--- config.mk ---
export PLATFORM = sky130hd
export DESIGN_NAME = decode_stage
export DESIGN_NICKNAME = d
export VERILOG_FILES = /design/src/rtl/decode_stage.sv
export SDC_FILE = /design/constraint.sdc
export NUM_CORES = 1
export LEC_CHECK = 0
export ABC_AREA = 1
export CAP_MARGIN = 5
export CORE_ASPECT_RATIO = 1.5
export CORE_MARGIN = 5
export CORE_UTILIZATION = 30
export CTS_CLUSTER_DIAMETER = 40
export DETAILED_ROUTE_END_ITERATION = 6
export SYNTH_ARGS = -nofsm -noshare
export SYNTH_HDL_FRONTEND = slang
export SYNTH_SLANG_ARGS = --single-unit
--- constraint.sdc ---
create_clock -name clock -period 1.5 [get_ports clock]
set_clock_uncertainty 0.2 [all_clocks]
set_input_delay 0.375 -clock clock [delete_from_list [all_inputs] [get_ports clock]]
set_output_delay 0.375 -clock clock [all_outputs]
set_load 0.01 [all_outputs]
--- src/rtl/decode_stage.sv ---
// RISC-V decode/register-read stage: combinational decode of the incoming
// instruction, registered into an output slot backed by a one-entry skid buffer.
module decode_stage #(
  parameter int XLEN = 32,
  parameter int PC_W = 32
) (
  input  logic            clock,
  input  logic            reset_n,
  input  logic            in_valid,
  output logic            in_ready,
  input  logic [31:0]     in_inst,
  input  logic [PC_W-1:0] in_pc,
  input  logic            flush,
  output logic            out_valid,
  input  logic            out_ready,
  output logic [31:0]     out_inst,
  output logic [PC_W-1:0] out_pc,
  output logic [4:0]      rs1,
  output logic [4:0]      rs2,
  output logic [4:0]      rd,
  output logic [XLEN-1:0] imm,
  output logic [6:0]      opcode,
  output logic [2:0]      funct3,
  output logic [1:0]      pc_sel,
  output logic [1:0]      a_sel,
  output logic            b_sel,
  output logic            uses_rs1,
  output logic            uses_rs2,
  output logic            illegal
);

  localparam logic [1:0]  PC_PLUS_1 = 2'd0, PC_JUMP = 2'd1, PC_BRANCH = 2'd2;
  localparam logic [1:0]  A_REG = 2'd0, A_PC = 2'd1, A_0 = 2'd2;
  localparam logic        B_REG = 1'b0, B_IMM = 1'b1;
  localparam logic [31:0] NOP = 32'h00000013;

  localparam logic [6:0] OP_LOAD = 7'b0000011, OP_IMM = 7'b0010011, OP_AUIPC = 7'b0010111;
  localparam logic [6:0] OP_STORE = 7'b0100011, OP_OP = 7'b0110011, OP_LUI = 7'b0110111;
  localparam logic [6:0] OP_BRANCH = 7'b1100011, OP_JALR = 7'b1100111, OP_JAL = 7'b1101111;

  typedef struct packed {
    logic [31:0]     inst;
    logic [PC_W-1:0] pc;
    logic [4:0]      rs1;
    logic [4:0]      rs2;
    logic [4:0]      rd;
    logic [XLEN-1:0] imm;
    logic [6:0]      opcode;
    logic [2:0]      funct3;
    logic [1:0]      pc_sel;
    logic [1:0]      a_sel;
    logic            b_sel;
    logic            uses_rs1;
    logic            uses_rs2;
    logic            illegal;
  } payload_t;

  payload_t dec, out_q, skid_q;
  logic     out_valid_q, skid_valid_q;

  logic signed [31:0] imm_i, imm_s, imm_b, imm_u, imm_j;
  assign imm_i = 32'($signed(in_inst[31:20]));
  assign imm_s = 32'($signed({in_inst[31:25], in_inst[11:7]}));
  assign imm_b = 32'($signed({in_inst[31], in_inst[7], in_inst[30:25], in_inst[11:8], 1'b0}));
  assign imm_u = {in_inst[31:12], 12'b0};
  assign imm_j = 32'($signed({in_inst[31], in_inst[19:12], in_inst[20], in_inst[30:21], 1'b0}));

  always_comb begin
    dec          = '0;
    dec.inst     = in_inst;
    dec.pc       = in_pc;
    dec.rs1      = in_inst[19:15];
    dec.rs2      = in_inst[24:20];
    dec.rd       = in_inst[11:7];
    dec.opcode   = in_inst[6:0];
    dec.funct3   = in_inst[14:12];
    dec.pc_sel   = PC_PLUS_1;
    dec.a_sel    = A_REG;
    dec.b_sel    = B_REG;
    dec.uses_rs1 = 1'b1;
    dec.uses_rs2 = 1'b0;
    dec.illegal  = 1'b0;
    // Every legal opcode ends in 2'b11, so a bad low pair also lands in default.
    case (in_inst[6:0])
      OP_IMM, OP_LOAD: begin dec.imm = XLEN'(imm_i); dec.b_sel = B_IMM; end
      OP_JALR: begin
        dec.imm = XLEN'(imm_i); dec.b_sel = B_IMM; dec.pc_sel = PC_JUMP;
      end
      OP_OP: dec.uses_rs2 = 1'b1;
      OP_LUI: begin
        dec.imm = XLEN'(imm_u); dec.a_sel = A_0; dec.b_sel = B_IMM; dec.uses_rs1 = 1'b0;
      end
      OP_AUIPC: begin
        dec.imm = XLEN'(imm_u); dec.a_sel = A_PC; dec.b_sel = B_IMM; dec.uses_rs1 = 1'b0;
      end
      OP_JAL: begin
        dec.imm = XLEN'(imm_j); dec.a_sel = A_PC; dec.b_sel = B_IMM;
        dec.pc_sel = PC_JUMP; dec.uses_rs1 = 1'b0;
      end
      OP_BRANCH: begin
        dec.imm = XLEN'(imm_b); dec.pc_sel = PC_BRANCH; dec.rd = 5'd0; dec.uses_rs2 = 1'b1;
      end
      OP_STORE: begin
        dec.imm = XLEN'(imm_s); dec.b_sel = B_IMM; dec.rd = 5'd0; dec.uses_rs2 = 1'b1;
      end
      default: begin
        dec.illegal = 1'b1; dec.rd = 5'd0; dec.uses_rs1 = 1'b0;
      end
    endcase
  end

  // Handshake: a transfer happens on a rising edge where valid && ready; the
  // producer holds valid and payload until then. in_ready is !skid_valid only.
  assign in_ready = !skid_valid_q;

  always_ff @(posedge clock or negedge reset_n) begin
    if (!reset_n) begin
      out_valid_q  <= 1'b0;
      skid_valid_q <= 1'b0;
      out_q        <= '0;
      out_q.inst   <= NOP;
      skid_q       <= '0;
    end else if (flush) begin
      out_valid_q  <= 1'b0;
      skid_valid_q <= 1'b0;
      out_q.inst   <= NOP;
    end else if (!out_valid_q || out_ready) begin
      // Output slot frees this edge: the skid entry always goes first.
      if (skid_valid_q) begin
        out_q        <= skid_q;
        out_valid_q  <= 1'b1;
        skid_valid_q <= 1'b0;
      end else if (in_valid) begin
        out_q       <= dec;
        out_valid_q <= 1'b1;
      end else begin
        out_valid_q <= 1'b0;
      end
    end else if (in_valid && in_ready) begin
      skid_q       <= dec;
      skid_valid_q <= 1'b1;
    end
  end

  assign out_valid = out_valid_q;
  assign out_inst  = out_q.inst;
  assign out_pc    = out_q.pc;
  assign rs1       = out_q.rs1;
  assign rs2       = out_q.rs2;
  assign rd        = out_q.rd;
  assign imm       = out_q.imm;
  assign opcode    = out_q.opcode;
  assign funct3    = out_q.funct3;
  assign pc_sel    = out_q.pc_sel;
  assign a_sel     = out_q.a_sel;
  assign b_sel     = out_q.b_sel;
  assign uses_rs1  = out_q.uses_rs1;
  assign uses_rs2  = out_q.uses_rs2;
  assign illegal   = out_q.illegal;

endmodule

==> results list, run 1 <==
- Data on the critical path is required at its endpoint by 1.73 ns.
* Max_slew headroom: approximately 64%
- Together, buffers and inverters on the worst path number 5.
* Max Slew Vio Count: 0
- Summing every instance area after synthesis gives 10,400 µm².
* Buffers on Ports: around 200
* Post-synthesis register bit count: 240
- Final Critical Period: around 1.8 ns
* Area inside the core boundary: 34,300 µm²
- Unrepaired setup endpoints after global routing: yes
- Dividing the final minimum period by the clock period gives 121%.
- The run finished, with violations left.
- No sink is reached through more buffers than the 3 on the longest clock path.
- Syn Area/Cell: approximately 8 µm²
* Count of placed standard cells including taps: 1,911
- During I/O placement, the number of pins put on the boundary was 200.
- Routed Wire Length: 38,500 µm
- Pin count of the biggest net entering global routing: 65
- TritonCTS built the clock tree.
- Total congestion overflow: 0
- Power spread over the standard cell area amounts to 1140 nW/µm².
- In this run the worst path has a maximum fanout of 14.
* H-tree lvl count: 1
* Standard-cell rows: 83
- Vias in the first global route: 9,477
* Fraction of layout cells with a size suffix above 1: 34.1%
- Total of max-cap violations: 0
- Clock Root Buffer: clkbuf_16
- Synthesis handed over a netlist of 1,266 instances.
- Measured along the x axis, the die boundary spans approximately 160 µm.
* Violated checks: setup timing
* Crit. End Element: flop
* Count of yosys warnings during synthesis: 0
- Counting instances in the post-synthesis netlist gives the leading cell types as nand2_1, dfrtp_1, o21ai_0.
* Ordered list of cells on the worst path: inv_4, buf_6, nand2_4, nor2_4, buf_12, clkinv_16, clkbuf_16, nand2_1, o21ai_1
- Post-layout nets: 1,687
* Critical path arrival: 2.04 ns
- Final hold slack: 0.0599 ns
* Layout overhead on the synthesized area: 58.0%
- Synthesis instantiated 30 different standard cells from the library.
- Once the floorplan was initialized, standard cells occupied 30.4% of the core.
- In this run the remaining antenna-violating nets after routing total 0.
* GRT Resource Usage Total: approximately 17%
* Sequential cell area fraction in the yosys report: 57.6%
* TritonCTS buffer count: 29
* Per-cell via count in the routed design: 4.78
* Library cell with the highest instance count after synthesis: nand2_1
- At the end of routability-driven placement, the weighted congestion stood at 0.825.
- Counting every net in the synthesized netlist gives 1,335.
- By startpoint and endpoint, the worst setup path is classified as flop to flop.
- Once detailed placement completed, the half-perimeter wirelength came to 22,000 µm.
- CTS saw 240 sinks.
* Asr flop ratio synth: between 90% and 100%
* Total number of vias: 9,868
- Worst Hold Class: input pin to async pin
* Die Outline Area: 38,700 µm²
- Highest clock frequency the design can meet: 553 MHz
* Worst setup slack after placement: -0.909 ns
- The design draws 18.7 mW.
* Predominant post-synthesis flop cell: dfrtp_1
* Worst-case vdd ir drop: 0.686 mV
- On the critical path, the stage with the largest delay is an instance of dfrtp_2.
- Reported leakage power: 8.58 nW
- The count of cells in the finished layout, fillers not included, comes to ~2,100.
- Of all cell types, the one taking the most synthesized area is dfrtp_1.
- Wire length per cell after detailed routing: 18.7 µm
* Chip Height: 238 µm
- On the worst path, the slowest cell contributes a delay of 0.43 ns.
* Starting DRT DRC Count: around 520
- For this run, design rule violations remaining after detail routing come to 0.
- Summed over its instances, the top area cell type makes up a little under three fifths of the synthesized netlist area.
- The first global-routing pass estimated 52,800 µm of wire.
* Final setup viols: between 300 and 400
* Critical Path Source Type: flop
- Actual transition at the worst max-transition pin: 0.539 ns
- Dominant delay contributor by cell family on the critical path: buffers and inverters
* Post-synth EDFFs: 0
- The hold violation count in the final report came to 0.
* Reg clk slew, reported paths: 0.06 ns
- At the later pin of the worst-skew pair, clock insertion delay measures about 0.55 ns.
* First-pass iteration count of the detailed router: 5
- Across all setup checks in the final design, the least slack found is -0.309 ns.
- The initial antenna violation count came to 2.
- Cell types with the largest area share after synthesis: dfrtp_1, nand2_1, o21ai_0, nor2_1, inv_1
## worst paths after layout
path	to	cells past startpoint	slack, ns	from
max in group asynchronous	skid_q[79]$_DFFE_PN0P_	4	0.42	reset_n
max	skid_q[90]$_DFFE_PN0P_	9	-0.31	skid_valid_q$_DFFE_PN0P_
max reg2reg	skid_q[90]$_DFFE_PN0P_	9	-0.31	skid_valid_q$_DFFE_PN0P_
min reg2reg	out_inst[17]$_DFFE_PN0P_	2	0.27	out_inst[17]$_DFFE_PN0P_
min in group clock	skid_q[98]$_DFFE_PN0P_	4	0.08	in_inst[1]
min	imm[8]$_DFFE_PN0P_	2	0.06	reset_n
## per-layer routing
| metal | global-route usage (%) | routed length [µm] |
|---|---|---|
| met2 | 29.8 | 20400 |
| met3 | 2.61 | 1870 |
| met4 | 5.54 | 1360 |
| met1 | 21.0 | 14900 |
| met5 | 0 | 0 |
## layout make-up
type | instances | area (µm²)
sequential | 240 | 6010
tap | 425 | 532
clock buffer | 37 | 796
multi-input combinational | 870 | 4480
inverter | 83 | 357
antenna | 1 | 2.50
clock inverter | 14 | 121
timing repair inverter | 2 | 27.5
timing repair buffer | 392 | 4150
fill | 3246 | 17800
## worst register-to-register path: stages, from the launching register on
cell	delay, ns
dfrtp_2	0.43
inv_4	0.11
buf_6	0.14
nand2_4	0.05
nor2_4	0.18
buf_12	0.19
clkinv_16	0.09
clkbuf_16	0.19
nand2_1	0.06
o21ai_1	0.06
## report_power, final
part / internal [mW] / switching, mW
registers: 7.53 / 0.705
clock network: 3.80 / 2.93
logic: 1.93 / 1.84
## sequential cells by signal, summed over array words and instances, names as in the netlist
name          count
rs1               5
opcode            7
uses_rs1          1
a_sel             2
funct3            3
uses_rs2          1
out_inst         32
out_pc           32
rs2               5
rd                5
out_valid         1
b_sel             1
pc_sel            2
skid_q          109
imm              32
illegal           1
skid_valid_q      1
## kinds of logic after synthesis
kind of cell	after synthesis	share of synthesized area, %
AOI/OAI and AO/OA	250	12.8
buffers and inverters	157	6.39
DFF	240	57.6
muxes	1	0.0960
and+or+nand+nor	618	23.1
## placed cells by master (no fill, tap or decap), drive strengths merged
cell and count:
a2bb2oi 6, clkinvlp 5, a21oi 25, a211oi 3, dfrtp 237, clkdlybuf4s50 60
dlygate4sd3 1, a21boi 1, bufbuf 2, nor2 121, o21ai 191, mux2i 1
a31oi 21, dlygate4sd2 2, inv 86, dlymetal6s2s 5, nand3 25, o211ai 3
buf 295, diode 1, nand2 472, dfstp 3, clkinv 8, or2 1
clkbuf 64
## metrics by stage
stage | area (µm²) | utilization, % | setup TNS (ns)
floorplan | 10600 | - | -4.60
detailed placement | 13700 | 39.9 | -156.30
finish | 16500 | 48.1 | -71.83
global placement | 13700 | 39.9 | -149.49
global route | 16500 | 48.1 | -89.44
CTS | 14900 | 43.4 | -72.83
## repair_timing
action                     CTS  global route
pin swaps                    2            36
hold buffers                 1             0
hold endpoints to repair   240             0
gates resized for setup    634           252
buffers inserted            51             9
cloned                       8            37
setup endpoints to repair  369           370
Power figures use the tool's default switching activity.
==> run 2: changes to the inputs <==
- CTS_BUF_LIST: default -> sky130_fd_sc_hd__clkbuf_8
==> run 2 against run 1 <==
  * Count of clock-buffer cells in the layout grew 9
  * Critical path type unchanged
  * Largest power group unchanged
  * Critical endpoint is now skid_q[43]$_DFFE_PN0P_
  * Clock power fell by 15%
  * The run still ends with setup timing left
  * Fmax is 1.3% higher
  * Largest cell class unchanged
  * Design area is 14% higher
==> results list, run 2 (synthesized netlist as in run 1, its figures left out) <==
* Vias in the first global route: 10,200 (was 9,477)
- The last weighted congestion value of the routability-driven placer is 0.825 (unchanged).
* Clock Root Buffer: clkbuf_8 (was clkbuf_16)
* Required time worst endpoint: 1.78 ns (was 1.73 ns)
* Sum of buffers and inverters on the critical path: 5 (unchanged)
* Post-route DRC violation count: 0 (unchanged)
* Worst Hold Class: input pin to async pin (unchanged)
* Worst-case vdd ir drop: 0.453 mV (was 0.686 mV)
- The maximum frequency from static timing analysis is 560 MHz (was 553 MHz).
- The number of placement rows was 83 (unchanged).
- Fin util: 54.7% (was 48.1%)
* Final setup viols: 370 (unchanged)
* Power density over the cells: 1010 nW/µm² (was 1140 nW/µm²)
* Sinks on Clock Net: 240 (unchanged)
- Worst setup slack after placement: -0.909 ns (unchanged)
- Layout filler cell count: 2,918 (was 3,246)
- The leakage power summed over all cells was 9.54 nW (was 8.58 nW).
- Actual transition at the worst max-transition pin: 0.340 ns (was 0.539 ns)
- Critical path arrival: 2.06 ns (was 2.04 ns)
* Run status: finished with violations (unchanged)
* Layout overhead on the synthesized area: 79.6% (was 58.0%)
- The met1 routed wirelength after detailed routing is 15,500 µm (was 14,900 µm).
- Final period util: 119% (was 121%)
* Fraction of layout cells with a size suffix above 1: 51.1% (was 34.1%)
* Crit. End Element: flop (unchanged)
- Max Slew Vio Count: 0 (unchanged)
- The post-detailed-route wirelength per cell is 19.5 µm (was 18.7 µm).
* First-pass GRT wire length: 58,000 µm (was 52,800 µm)
- The critical path's top delay family was buffers and inverters (unchanged).
* Clock Latency Late Sink: 0.55 ns (about the same)
* Starting DRT DRC Count: 610 (was 519)
- Metal3 WL: 2030 µm (was 1870 µm)
- The met2 wirelength from detailed routing came to 22,300 µm (was 20,400 µm).
- Ordered list of cells on the worst path: inv_4, buf_6, nand2_4, nor2_4, buf_12, buf_8, buf_12, nor2_4, a31oi_1 (was inv_4, buf_6, nand2_4, nor2_4, buf_12, clkinv_16, clkbuf_16, nand2_1, o21ai_1).
* Most common library cell in the layout ignoring fill and taps: nand2_1 (unchanged)
* Dpl cell area: 13,700 µm² (unchanged)
- Chip Height: 238 µm (unchanged)
- The register containing the most flip-flops in the final layout is skid_q (unchanged).
- The summed negative setup slack over all endpoints was -64.51 ns (was -71.83 ns).
* Slowest cell delay on critical path: 0.43 ns (about the same)
- The detailed-route via count was 10,600 (was 9,868).
- Max_slew headroom: 77.3% (was 63.7%)
- Count of placed standard cells including taps: 1,911 (unchanged)
- The biggest fanout along the worst timing path came to 8 (was 14).
- The standard cell with the maximum stage delay on the critical path was dfrtp_2 (unchanged).
- Number of standard cells in the layout, taps in and fillers out: 2,160 (was 2,064)
- The clock transition at the register clock pins on the worst setup and hold paths after CTS came to 0.07 ns (was 0.06 ns).
* Final total power: 18.9 mW (was 18.7 mW)
- Flip-flop count of the largest register after layout: 109 (unchanged)
- The max-capacitance violation count was 0 (unchanged).
- CTS max path bufs: 3 (unchanged)
- The post-layout worst setup margin was -0.285 ns (was -0.309 ns).
- The total clock buffers created by CTS is 39 (was 29).
- The core outline area was 34,300 µm² (unchanged).
- The half-perimeter wire length after placement was 22,000 µm (unchanged).
* Worst setup path category: flop to flop (unchanged)
- Top-level port count: 200 (unchanged)
- The TritonCTS clock tree is yes (unchanged).
* Buffers on Ports: 199 (unchanged)
* Initial standard-cell utilization of the core: 30.4% (unchanged)
- The residual antenna-violating net count after detailed routing is 0 (unchanged).
- Commonest cells after routing, fill and taps aside: nand2_1, dfrtp_1, buf_4, nand2_2, buf_2 (was nand2_1, dfrtp_1, buf_4, o21ai_1, buf_2)
- The mean number of vias per cell is 4.93 (was 4.78).
- The routed wire length is 42,200 µm (was 38,500 µm).
* Number of endpoints with negative hold slack in the final report: 0 (unchanged)
- The final non-filler cell area was 18,700 µm² (was 16,500 µm²).
- H-tree lvl count: 2 (was 1)
- The worst hold slack came to 0.0515 ns (was 0.0599 ns).
- Pin count of the biggest net entering global routing: 65 (unchanged)
- GRT Resource Usage Total: 18.9% (was 16.9%)
* First-pass iteration count of the detailed router: 5 (unchanged)
- The top metal layer carrying routed signals is met4 (unchanged).
- The final net count was 1,779 (was 1,687).
* Final Critical Period: 1.79 ns (was 1.81 ns)
- The initial antenna violation count was 3 (was 2).
* Die Outline Area: 38,700 µm² (unchanged)
- Violated checks: setup timing (unchanged).
* Die Span X: 162 µm (unchanged)
- Total congestion overflow: 0 (unchanged)
- Unrepaired setup endpoints after global routing: yes (unchanged).
- The kind of start point of the critical path is a flop (unchanged).
[run 2: cell types whose count changed in the layout (fill, tap and decap cells not counted), sizes merged]
cell | before | now
clkinv | 8 | 6
bufbuf | 2 | 0
inv | 86 | 95
clkbuf | 64 | 71
dlygate4sd2 | 2 | 5
bufinv | 0 | 1
dlymetal6s2s | 5 | 2
clkinvlp | 5 | 1
buf | 295 | 381
diode | 1 | 2
[run 2: path summary, 6_finish.rpt]
check                                         start                 endpoint  slack (ns)  cells past startpoint
min                                         reset_n   skid_q[28]$_DFFE_PN0P_        0.05                      2
max reg2reg                skid_valid_q$_DFFE_PN0P_   skid_q[43]$_DFFE_PN0P_       -0.29                      9
min in group clock                       in_inst[3]  skid_q[100]$_DFFE_PN0P_        0.08                      4
max                        skid_valid_q$_DFFE_PN0P_   skid_q[43]$_DFFE_PN0P_       -0.29                      9
max in group asynchronous                   reset_n   out_pc[13]$_DFFE_PN0P_        0.43                      4
min reg2reg                     imm[14]$_DFFE_PN0P_      imm[14]$_DFFE_PN0P_        0.28                      2
[run 2: final cells by class]
type	count	area, µm²	area share (%)
tap	425	532	2.84
timing repair inverter	2	22.5	0.120
inverter	83	353	1.88
clock inverter	18	111	0.594
antenna	2	5.00	0.0267
clock buffer	46	633	3.38
multi-input combinational	870	5710	30.5
sequential	240	6010	32.1
timing repair buffer	474	5360	28.6
[run 2: power breakdown]
| group | internal [mW] | total (mW) | switching (mW) |
|---|---|---|---|
| logic | 2.55 | 4.77 | 2.22 |
| registers | 7.53 | 8.40 | 0.872 |
| clock network | 2.95 | 5.70 | 2.74 |
| total | 13.0 | 18.9 | 5.84 |
[run 2: what timing repair did]
action                                  CTS  global route
endpoints found under the setup margin  369           370
pin swaps                                28            87
hold buffers                              1             0
resized for setup                       777           519
cloned                                   30            31
buffers inserted                         71            60
hold endpoints to repair                240             0
[run 2: layer usage]
metal | GRT usage (%) | vias up
met5 | 0 | -
met4 | 8.08 | 0
met3 | 3.23 | 126
met2 | 33.2 | 357
met1 | 22.6 | 5233
li1 | - | 4931
[run 2: worst reg2reg max path, cell delays in order (launching register included)]
cell and delay [ns]:
dfrtp_2 0.43, inv_4 0.10, buf_6 0.12, nand2_4 0.04
nor2_4 0.10, buf_12 0.19, buf_8 0.15, buf_12 0.17
nor2_4 0.05, a31oi_1 0.16
==> run 3: changes to the inputs <==
- PLACE_DENSITY: default -> 0.55
==> run 3 against run 2 <==
  * The flow still finishes with violations (setup timing)
  * Cell count down 0.56%
  * Hold slack improved by 0.018 ns
  * Total power is 1.7% higher
  * Clock power up 16%
  * Register-to-register slack worse by 0.02 ns
  * Fmax shrank 1.2%
  * Critical endpoint is now skid_q[107]$_DFFE_PN0P_
  * Largest cell class unchanged
==> results list, run 3 (synthesized netlist as in run 1, its figures left out) <==
- The signal arrival time at the worst endpoint was 2.04 ns (was 2.06 ns).
- The overall global routing resource usage is 18.8% (was 18.9%).
- The kind of start point of the critical path is a flop (unchanged).
- Unrepaired setup endpoints after global routing: yes (unchanged)
- The initial cell density of the core is 30.4% (unchanged).
* HPWL Detailed: 21,900 µm (was 22,000 µm)
- Starting DRT DRC Count: 509 (was 610)
- Area inside the core boundary: 34,300 µm² (unchanged)
- Reported leakage power: 9.26 nW (was 9.54 nW)
- Top-level port count: 200 (unchanged)
- Die Outline Area: 38,700 µm² (unchanged)
* Cell occurring most often along the worst timing path: nor2_4
* TritonCTS buffer count: 41 (was 39)
* Worst Hold Class: input pin to flop (was input pin to async pin)
- Sinks on Clock Net: 240 (unchanged)
- Fraction of layout cells with a size suffix above 1: 41.1% (was 51.1%)
* Buffers on Ports: 199 (unchanged)
- Largest reg by FF count: skid_q (unchanged)
- The type of element capturing the critical path is a flop (unchanged).
- Routed Wire Length: 40,100 µm (was 42,200 µm)
- Run status: finished with violations (unchanged)
- Commonest cells after routing, fill and taps aside: nand2_1, dfrtp_1, buf_4, nor2_1, o21ai_1 (was nand2_1, dfrtp_1, buf_4, nand2_2, buf_2)
* Reg clk slew, reported paths: 0.06 ns (was 0.07 ns)
- Chip Height: 238 µm (unchanged)
- Worst-case vdd ir drop: 0.455 mV (was 0.453 mV)
* Total congestion overflow: 0 (unchanged)
- The startpoint-to-endpoint class of the critical path is flop to flop (unchanged).
- The share of the clock period used by the worst path came to 120% (was 119%).
- The first-pass iteration count of the detailed router was 5 (unchanged).
* Total of max-cap violations: 0 (unchanged)
- Post-layout nets: 1,763 (was 1,779)
* Antenna violations before repair: 4 (was 3)
- Sum of buffers and inverters on the critical path: 6 (was 5)
- The number of placement rows is 83 (unchanged).
- The post-detailed-route wirelength per cell is 18.7 µm (was 19.5 µm).
- Final total power: 19.2 mW (was 18.9 mW)
- Number of endpoints with negative hold slack in the final report: 0 (unchanged)
* Pin count of the biggest net entering global routing: 47 (was 65)
* Violated checks: setup timing (unchanged)
- Die Span X: 162 µm (unchanged)
* Flip-flop count of the largest register after layout: 109 (unchanged)
- The worst slew margin relative to its limit came to 63.2% (was 77.3%).
- The maximum number of buffers from clock root to sink was 3 (unchanged).
* Power density over the cells: 1080 nW/µm² (was 1010 nW/µm²)
- The count of final max-slew check failures came to 0 (unchanged).
- Required time worst endpoint: 1.74 ns (was 1.78 ns)
* Least setup slack across all paths after layout: -0.307 ns (was -0.285 ns)
* Per-cell via count in the routed design: 4.77 (was 4.93)
- ANT nets after route: 0 (unchanged)
- The last weighted congestion value of the routability-driven placer was 0.799 (was 0.825).
- Clock Latency Late Sink: 0.56 ns (was 0.55 ns)
- Vias in the first global route: 9,902 (was 10,200)
- The worst hold slack came to 0.0700 ns (was 0.0515 ns).
* Layout overhead on the synthesized area: 70.2% (was 79.6%)
- Max FO, Critical Path: 6 (was 8)
* Final setup viols: 370 (unchanged)
- First-pass GRT wire length: 57,300 µm (was 58,000 µm)
* Antenna fix cells: 0 (was 2)
- TritonCTS clock tree: yes (unchanged)
* Actual transition at the worst max-transition pin: 0.546 ns (was 0.340 ns)
- Ordered list of cells on the worst path: buf_6, nand2_4, nor2_4, inv_2, nor2_4, buf_8, inv_12, buf_12, clkbuf_16, nand2_2, o21ai_1 (was inv_4, buf_6, nand2_4, nor2_4, buf_12, buf_8, buf_12, nor2_4, a31oi_1).
* Highest clock frequency the design can meet: 553 MHz (was 560 MHz)
- The critical path's top delay family is buffers and inverters (unchanged).
* Worst setup slack after placement: -0.900 ns (was -0.909 ns)
* Total number of vias: 10,200 (was 10,600)
* Cell with the largest stage delay on the worst path: dfrtp_1 (was dfrtp_2)
* Final Critical Period: 1.81 ns (was 1.79 ns)
- The commonest non-fill, non-tap cell in the layout is nand2_1 (unchanged).
- The final routed DRC violation total is 0 (unchanged).
* Clock Root Buffer: clkbuf_8 (unchanged)
- The deepest level of the CTS H-tree came to 2 (unchanged).
- Slowest cell delay on critical path: 0.39 ns (was 0.43 ns)
-- run 3: cell types whose count changed in the layout (fill, tap and decap cells not counted), moves of 9 or more --
cell | before | now
buf_4 | 157 | 148
a21oi_1 | 8 | 17
nand2_1 | 259 | 332
clkbuf_16 | 25 | 14
nand2_2 | 135 | 84
nor2_2 | 24 | 8
nor2_4 | 65 | 21
nor2_1 | 32 | 92
o21ai_2 | 66 | 47
o21ai_1 | 75 | 88
nand2_4 | 76 | 53
-- run 3: final timing paths --
| check | startpoint | to | slack [ns] | depth (start not counted) |
|---|---|---|---|---|
| worst max-delay path | out_valid$_DFFE_PN0N_ | skid_q[107]$_DFFE_PN0P_ | -0.31 | 11 |
| worst min-delay path | in_inst[3] | skid_q[100]$_DFFE_PN0P_ | 0.07 | 4 |
| worst max register to register | out_valid$_DFFE_PN0N_ | skid_q[107]$_DFFE_PN0P_ | -0.31 | 11 |
| worst min register to register | skid_q[5]$_DFFE_PN0P_ | skid_q[5]$_DFFE_PN0P_ | 0.27 | 2 |
| max in group asynchronous | reset_n | out_inst[0]$_DFFE_PN1P_ | 0.39 | 3 |
| min in group asynchronous | reset_n | skid_q[27]$_DFFE_PN0P_ | 0.12 | 2 |
-- run 3: stage by stage --
step	std cells	util [%]	cell area, µm²	setup TNS, ns
after floorplan	1266	-	10600	-4.60
after global placement	1903	39.8	13600	-149.42
after detailed placement	1903	39.8	13600	-154.66
after CTS	2080	46.9	16100	-76.98
after global routing	2148	51.8	17700	-87.86
final	2148	51.8	17700	-68.89
-- run 3: tightest hold or removal path, stage by stage --
cell and delay [ns]:
dlymetal6s2s_1 0.17, inv_2 0.08, buf_4 0.10, o21ai_1 0.06
-- run 3: cell type report --
type | instances | area, µm²
inverter | 83 | 343
multi-input combinational | 871 | 4880
timing repair buffer | 456 | 5050
tap | 425 | 532
sequential | 240 | 6010
fill | 3155 | 16500
timing repair inverter | 1 | 16.3
clock buffer | 53 | 729
clock inverter | 19 | 185
-- run 3: where the power goes --
part           leakage, nW  switching (mW)  internal, mW
logic                 5.69            2.04          2.33
clock network        0.506            2.77          3.85
registers             3.07           0.677          7.53
-- run 3: what timing repair did --
action	in CTS	in global routing
hold endpoints to repair	237	0
buffers inserted	74	62
setup endpoints to repair	357	370
pin swaps	41	42
gates resized for setup	758	292
hold buffers	1	0
gates cloned	31	18
-- run 3: layer usage --
layer  GRT usage, %  vias to the layer above  routed length (µm)  share of wire [%]
li1               -                     4912                   -                  -
met1           23.0                     4986               15800                 39
met2           33.2                      266               21400                 53
met3           3.51                       72                1810                4.5
met4           6.23                        4                1110                2.8
met5              0                        -                  27              0.067
==> RTL change 1 (config.mk and constraints of run 2) <==
Reset style: synchronous (`reset_n`), changed in one clocked block.
--- a/src/rtl/decode_stage.sv
+++ b/src/rtl/decode_stage.sv
@@ -113,7 +113,7 @@
   // producer holds valid and payload until then. in_ready is !skid_valid only.
   assign in_ready = !skid_valid_q;
 
-  always_ff @(posedge clock or negedge reset_n) begin
+  always_ff @(posedge clock) begin
     if (!reset_n) begin
       out_valid_q  <= 1'b0;
       skid_valid_q <= 1'b0;
Check against the original RTL: differs if reset_n is asserted again (counterexample within 4 cycles, from zero or initial values and one cycle with reset_n low); with reset_n held inactive, the same outputs for 4 cycles.
==> RTL change 1 against run 2 <==
The run still ends with negative setup slack left. Combinational power shrank 47%. Worst setup slack gained 65 ps. Total power shrank 17%. Design area shrank 11%. Count of clock-buffer cells in the layout grew 9. Routed wire length shrank 2.0%. Sequential cell count is the same. Utilization shrank 2.4 points. Synthesized area shrank 7.3%. Sequential share of layout area shrank 2.0 points. Critical path type is now register to output port.
==> RTL change 1: results (changes against run 2) <==
outcome finished with violations; failing checks negative setup slack; fillers 2,950 (+1.1%); Pwr per Cell Area 936 nW/um^2 (-7.1%); fin worst setup slack -220 ps (+65.2 ps); Routed WL 41,400 um (-2.0%); CP endpoint in_ready; M1 WL 15,500 um (about the same); Setup WS pre-CTS -896 ps (+12.6 ps); top post-synthesis cells by area dfxtp_1 (50%), o21ai_0 (11%), nand2_1 (9.7%); sequential share of the synthesized area 0.497 (-0.0794); Synth Flop Type dfxtp_1; met3 Use GR 0.0438 (+0.0115); final setup fails 346 (-6.5%); Reg2Reg Setup Slack -210 ps (+80 ps); RD Place Congestion 0.883 (+7.0%); CP Launch Point skid_valid_q; R2R cell count 7 (-2); Worst VDD drop 0.648 mV (+43%); initial antenna violation count 4 (+1); reg2reg end out_inst[6]; Met3 Wirelength 2680 um (+32%); min-delay worst type input pin to register; Tot GR Track Use 0.213 (+0.0246); DP Area 12,900 um^2 (-5.8%); share of cells above drive strength 1 0.435 (-0.0760); largest net degree at the start of global routing 54 (-17%); vias per inst 5.20 (+5.5%); Layout Nets 1,722 (-3.2%); Comb power frac 0.161 (-0.092); fraction of registers with async set/reset 0 (-1.00); Crit path arrival time 1150 ps (-910 ps); Synth Instances 1,301 (+2.8%); met1 usage 0.246 (+0.0201); DR iter-0 viols 729 (+20%); first-pass GRT wire length 60,600 um (+4.5%); leakage power 7.16 nW (-25%)
RTL change 1: cell types whose count changed in the layout (fill, tap and decap cells not counted), sizes merged, moves of 6 or more:
| cell | run 2 | this run |
|---|---|---|
| o21ai | 191 | 220 |
| inv | 95 | 86 |
| o21a | 0 | 6 |
| dfxtp | 0 | 240 |
| a31oi | 21 | 59 |
| dfrtp | 237 | 0 |
| clkbuf | 71 | 62 |
| a21oi | 25 | 174 |
| a2bb2oi | 6 | 0 |
| buf | 381 | 331 |
| nand3 | 25 | 53 |
| nand2 | 472 | 258 |
| nor2 | 121 | 106 |
RTL change 1: logic make-up after synthesis:
| kind of cell | Yosys count | share of synthesized area |
|---|---|---|
| DFF | 240 | 0.497 |
| buffers and inverters | 174 | 0.0745 |
| and+or+nand+nor | 424 | 0.178 |
| AOI/OAI and AO/OA | 463 | 0.251 |
RTL change 1: what timing repair did:
action,CTS,global route
setup endpoints to repair,350,369
hold buffers,0,0
gates resized for setup,1081,138
gates cloned,27,7
pin swaps,34,29
setup buffers,31,46
RTL change 1: how the worst min path moves through the flow:
stage                start  depth (start not counted)           to  slack (ps)
2_1_floorplan  skid_q[121]                          2  skid_q[121]         230
3_3_place_gp   skid_q[121]                          2  skid_q[121]         240
3_5_place_dp   skid_q[121]                          2  skid_q[121]         250
4_1_cts            reset_n                          4    out_pc[2]          70
5_1_grt            reset_n                          4       imm[3]          90
6_report           reset_n                          4       imm[3]         110
RTL change 1: area by class of cell:
cell class | count | share of cell area
multi-input combinational | 888 | 0.301
clock buffer | 55 | 0.0455
sequential | 240 | 0.301
tap | 410 | 0.0308
antenna | 2 | 0.000301
clock inverter | 19 | 0.00669
timing repair buffer | 410 | 0.296
inverter | 72 | 0.0193
RTL change 1: critical path: stages, from the launching register on:
cell,delay [ps]
dfxtp_4,410
inv_8,60
buf_6,130
==> RTL change 2 (settings of run 2) <==
Without the edit above. Set the parameter `XLEN` to 64 (it was 32).
--- a/src/rtl/decode_stage.sv
+++ b/src/rtl/decode_stage.sv
@@ -1,7 +1,7 @@
 // RISC-V decode/register-read stage: combinational decode of the incoming
 // instruction, registered into an output slot backed by a one-entry skid buffer.
 module decode_stage #(
-  parameter int XLEN = 32,
+  parameter int XLEN = 64,
   parameter int PC_W = 32
 ) (
   input  logic            clock,
Ports: changed (resized imm); port bits go from 200 to 232. No check against the original RTL was run, so the function may have changed too.
==> RTL change 2 against run 2 <==
The flow still finishes with violations (negative setup slack). Sequential share of layout area is 1.1 points lower. Design area is 3.5% higher. Routed wire length is 7.5% higher. Total power is 5.6% higher. Worst setup slack worse by 70 ps. Combinational power is 13% higher. Sequential cell count stayed put. Synthesized area is 4.0% higher. Critical path depth is 7 lower. Sequential power is 1% higher. Critical endpoint is now imm[45]. Largest cell class unchanged.
==> RTL change 2: results (changes against run 2) <==
DR iter-0 viols 833 (+37%); # H-tree levels 2 (unchanged); WHS 93.1 ps (+41.6 ps); fillers 3,013 (+3.3%); synthesis warning total 0 (unchanged); DRT Pass-1 Iters 5 (unchanged); fin worst setup slack -355 ps (-69.9 ps); Netlist cell types 33 (+10%); min-delay worst type input pin to register; top post-synthesis cells by area dfrtp_1 (55%), nand2_1 (16%), o21ai_1 (4.3%); dpl hpwl 24,100 um (+9.9%); Root Driver clkbuf_8; fraction of registers with async set/reset 1.00 (unchanged); initial antenna violation count 4 (+1); latest clock arrival within the worst-skew pair 560 ps; leakage power 10.0 nW (+5.2%); CTS clock-pin slew for the worst setup and hold paths 60 ps; Largest register FFs 109 (unchanged); worst-path fanout max 34 (+26); CP endpoint imm[45]; largest net degree at the start of global routing 71 (+9.2%); Longest Clk Path Bufs 3 (unchanged); final setup fails 401 (+8.4%); DP Area 14,000 um^2 (+2.8%); vias per inst 4.86 (-1.4%); RD Place Congestion 0.876 (+6.3%); Rel. slew slack 0.693 (-0.0799); sequential share of the synthesized area 0.554 (-0.0223); Reg area 6010 um^2 (about the same); Biggest register skid_q; Worst VDD drop 0.428 mV (-5.7%); Tot GR Track Use 0.188 (-0.000411); share of cells above drive strength 1 0.527 (+0.0162); WL per Instance 20.2 um (+3.3%); CTS Buf Count 40 (+2.6%); outcome finished with violations; first-pass GRT wire length 59,200 um (+2.0%); R2R cell count 8 (-1); input/output buffers 231 (+16%); CP Launch Point imm[62]; WHS Path Cells 4; Layout Nets 1,807 (+1.6%); Reg2Reg Setup Slack -290 ps; reg2reg end skid_q[134]; syn_nets 1,366 (+2.3%); Commonest cells post-synth nand2_1 (449), dfrtp_1 (237), nor2_1 (103); number of global-route vias before repair 10,300 (+1.2%); failing checks negative setup slack; Internal Power 0.0137 W (+5.0%); Worst R2R Start out_valid
## RTL change 2: changes by cell type in the layout (fill, tap and decap cells not counted), moves of 8 or more
cell,delta
nand2_1,-19
nand2_4,+39
o21ai_0,-26
buf_4,-14
clkbuf_8,+8
o21ai_2,+19
nor2_4,-34
nor2_1,+23
buf_2,+12
o21ai_1,-12
nand3_1,+12
buf_16,-9
nand2_2,-31
buf_6,+27
## RTL change 2: cells by family (layout without fill, tap and decap cells)
family	after synthesis	in the layout	synth area share
multiplexers	4	4	0.00369
AND/OR/NAND/NOR	618	619	0.234
other	0	3	0
flip-flops	240	240	0.554
buffers and inverters	192	661	0.0880
AO/OA/AOI/OAI	243	243	0.121
## RTL change 2: worst min path at each step
stage | slack [ps] | to | startpoint
2_1_floorplan | -120 | a_sel[0] | reset_n
6_report | 90 | skid_q[132] | in_inst[3]
3_3_place_gp | 7 | skid_q[138] | reset_n
4_1_cts | 110 | skid_q[6] | reset_n
5_1_grt | 80 | skid_q[132] | in_inst[3]
3_5_place_dp | 9 | skid_q[140] | reset_n
## RTL change 2: cell type report
cell class	instances	area share
repair buffers	503	0.288
clock inverters	17	0.00445
inverters	85	0.0187
multi-input cells	866	0.308
well taps	478	0.0309
repair inverters	2	0.00168
clock buffers	54	0.0383
flip-flops and latches	240	0.310
diodes	3	0.000387
## RTL change 2: metal layers
metal,global-route usage,vias to the layer above,wire length [um]
li1,-,5020,-
met1,0.211,5387,15900
met2,0.339,385,24400
met3,0.0331,135,2400
met4,0.0898,0,2640
met5,0,-,0
## RTL change 2: through the flow
| stage | setup slack [ps] | instances | TNS, ps |
|---|---|---|---|
| 5_1_grt | -417 | 2248 | -103240 |
| 6_report | -355 | 2248 | -82770 |
| 3_5_place_dp | -724 | 1982 | -157610 |
| 4_1_cts | -403 | 2143 | -82430 |
| 3_3_place_gp | -762 | 1982 | -151060 |
| 2_1_floorplan | 1.03 | 1297 | 0 |
## RTL change 2: power by group through the flow
stage	combinational [W]	clock, W	sequential (W)
2_1_floorplan	0.00147	0	0.00834
3_5_place_dp	0.00351	0	0.00826
4_1_cts	0.00381	0.00616	0.00819
6_report	0.00538	0.00603	0.00852
5_1_grt	0.00578	0.00650	0.00861
3_3_place_gp	0.00344	0	0.00822
## RTL change 2: repair_timing
action / in CTS / in global routing
pin swaps: 12 / 82
gates cloned: 19 / 35
gates resized for setup: 886 / 607
endpoints found under the setup margin: 401 / 401
hold endpoints to repair: 240 / 1
buffers inserted: 67 / 74
hold buffers: 4 / 1
## RTL change 2: worst max-delay path: stages, from the launching register on
cell and delay [ps]:
dfrtp_2 410, buf_12 160, buf_2 150
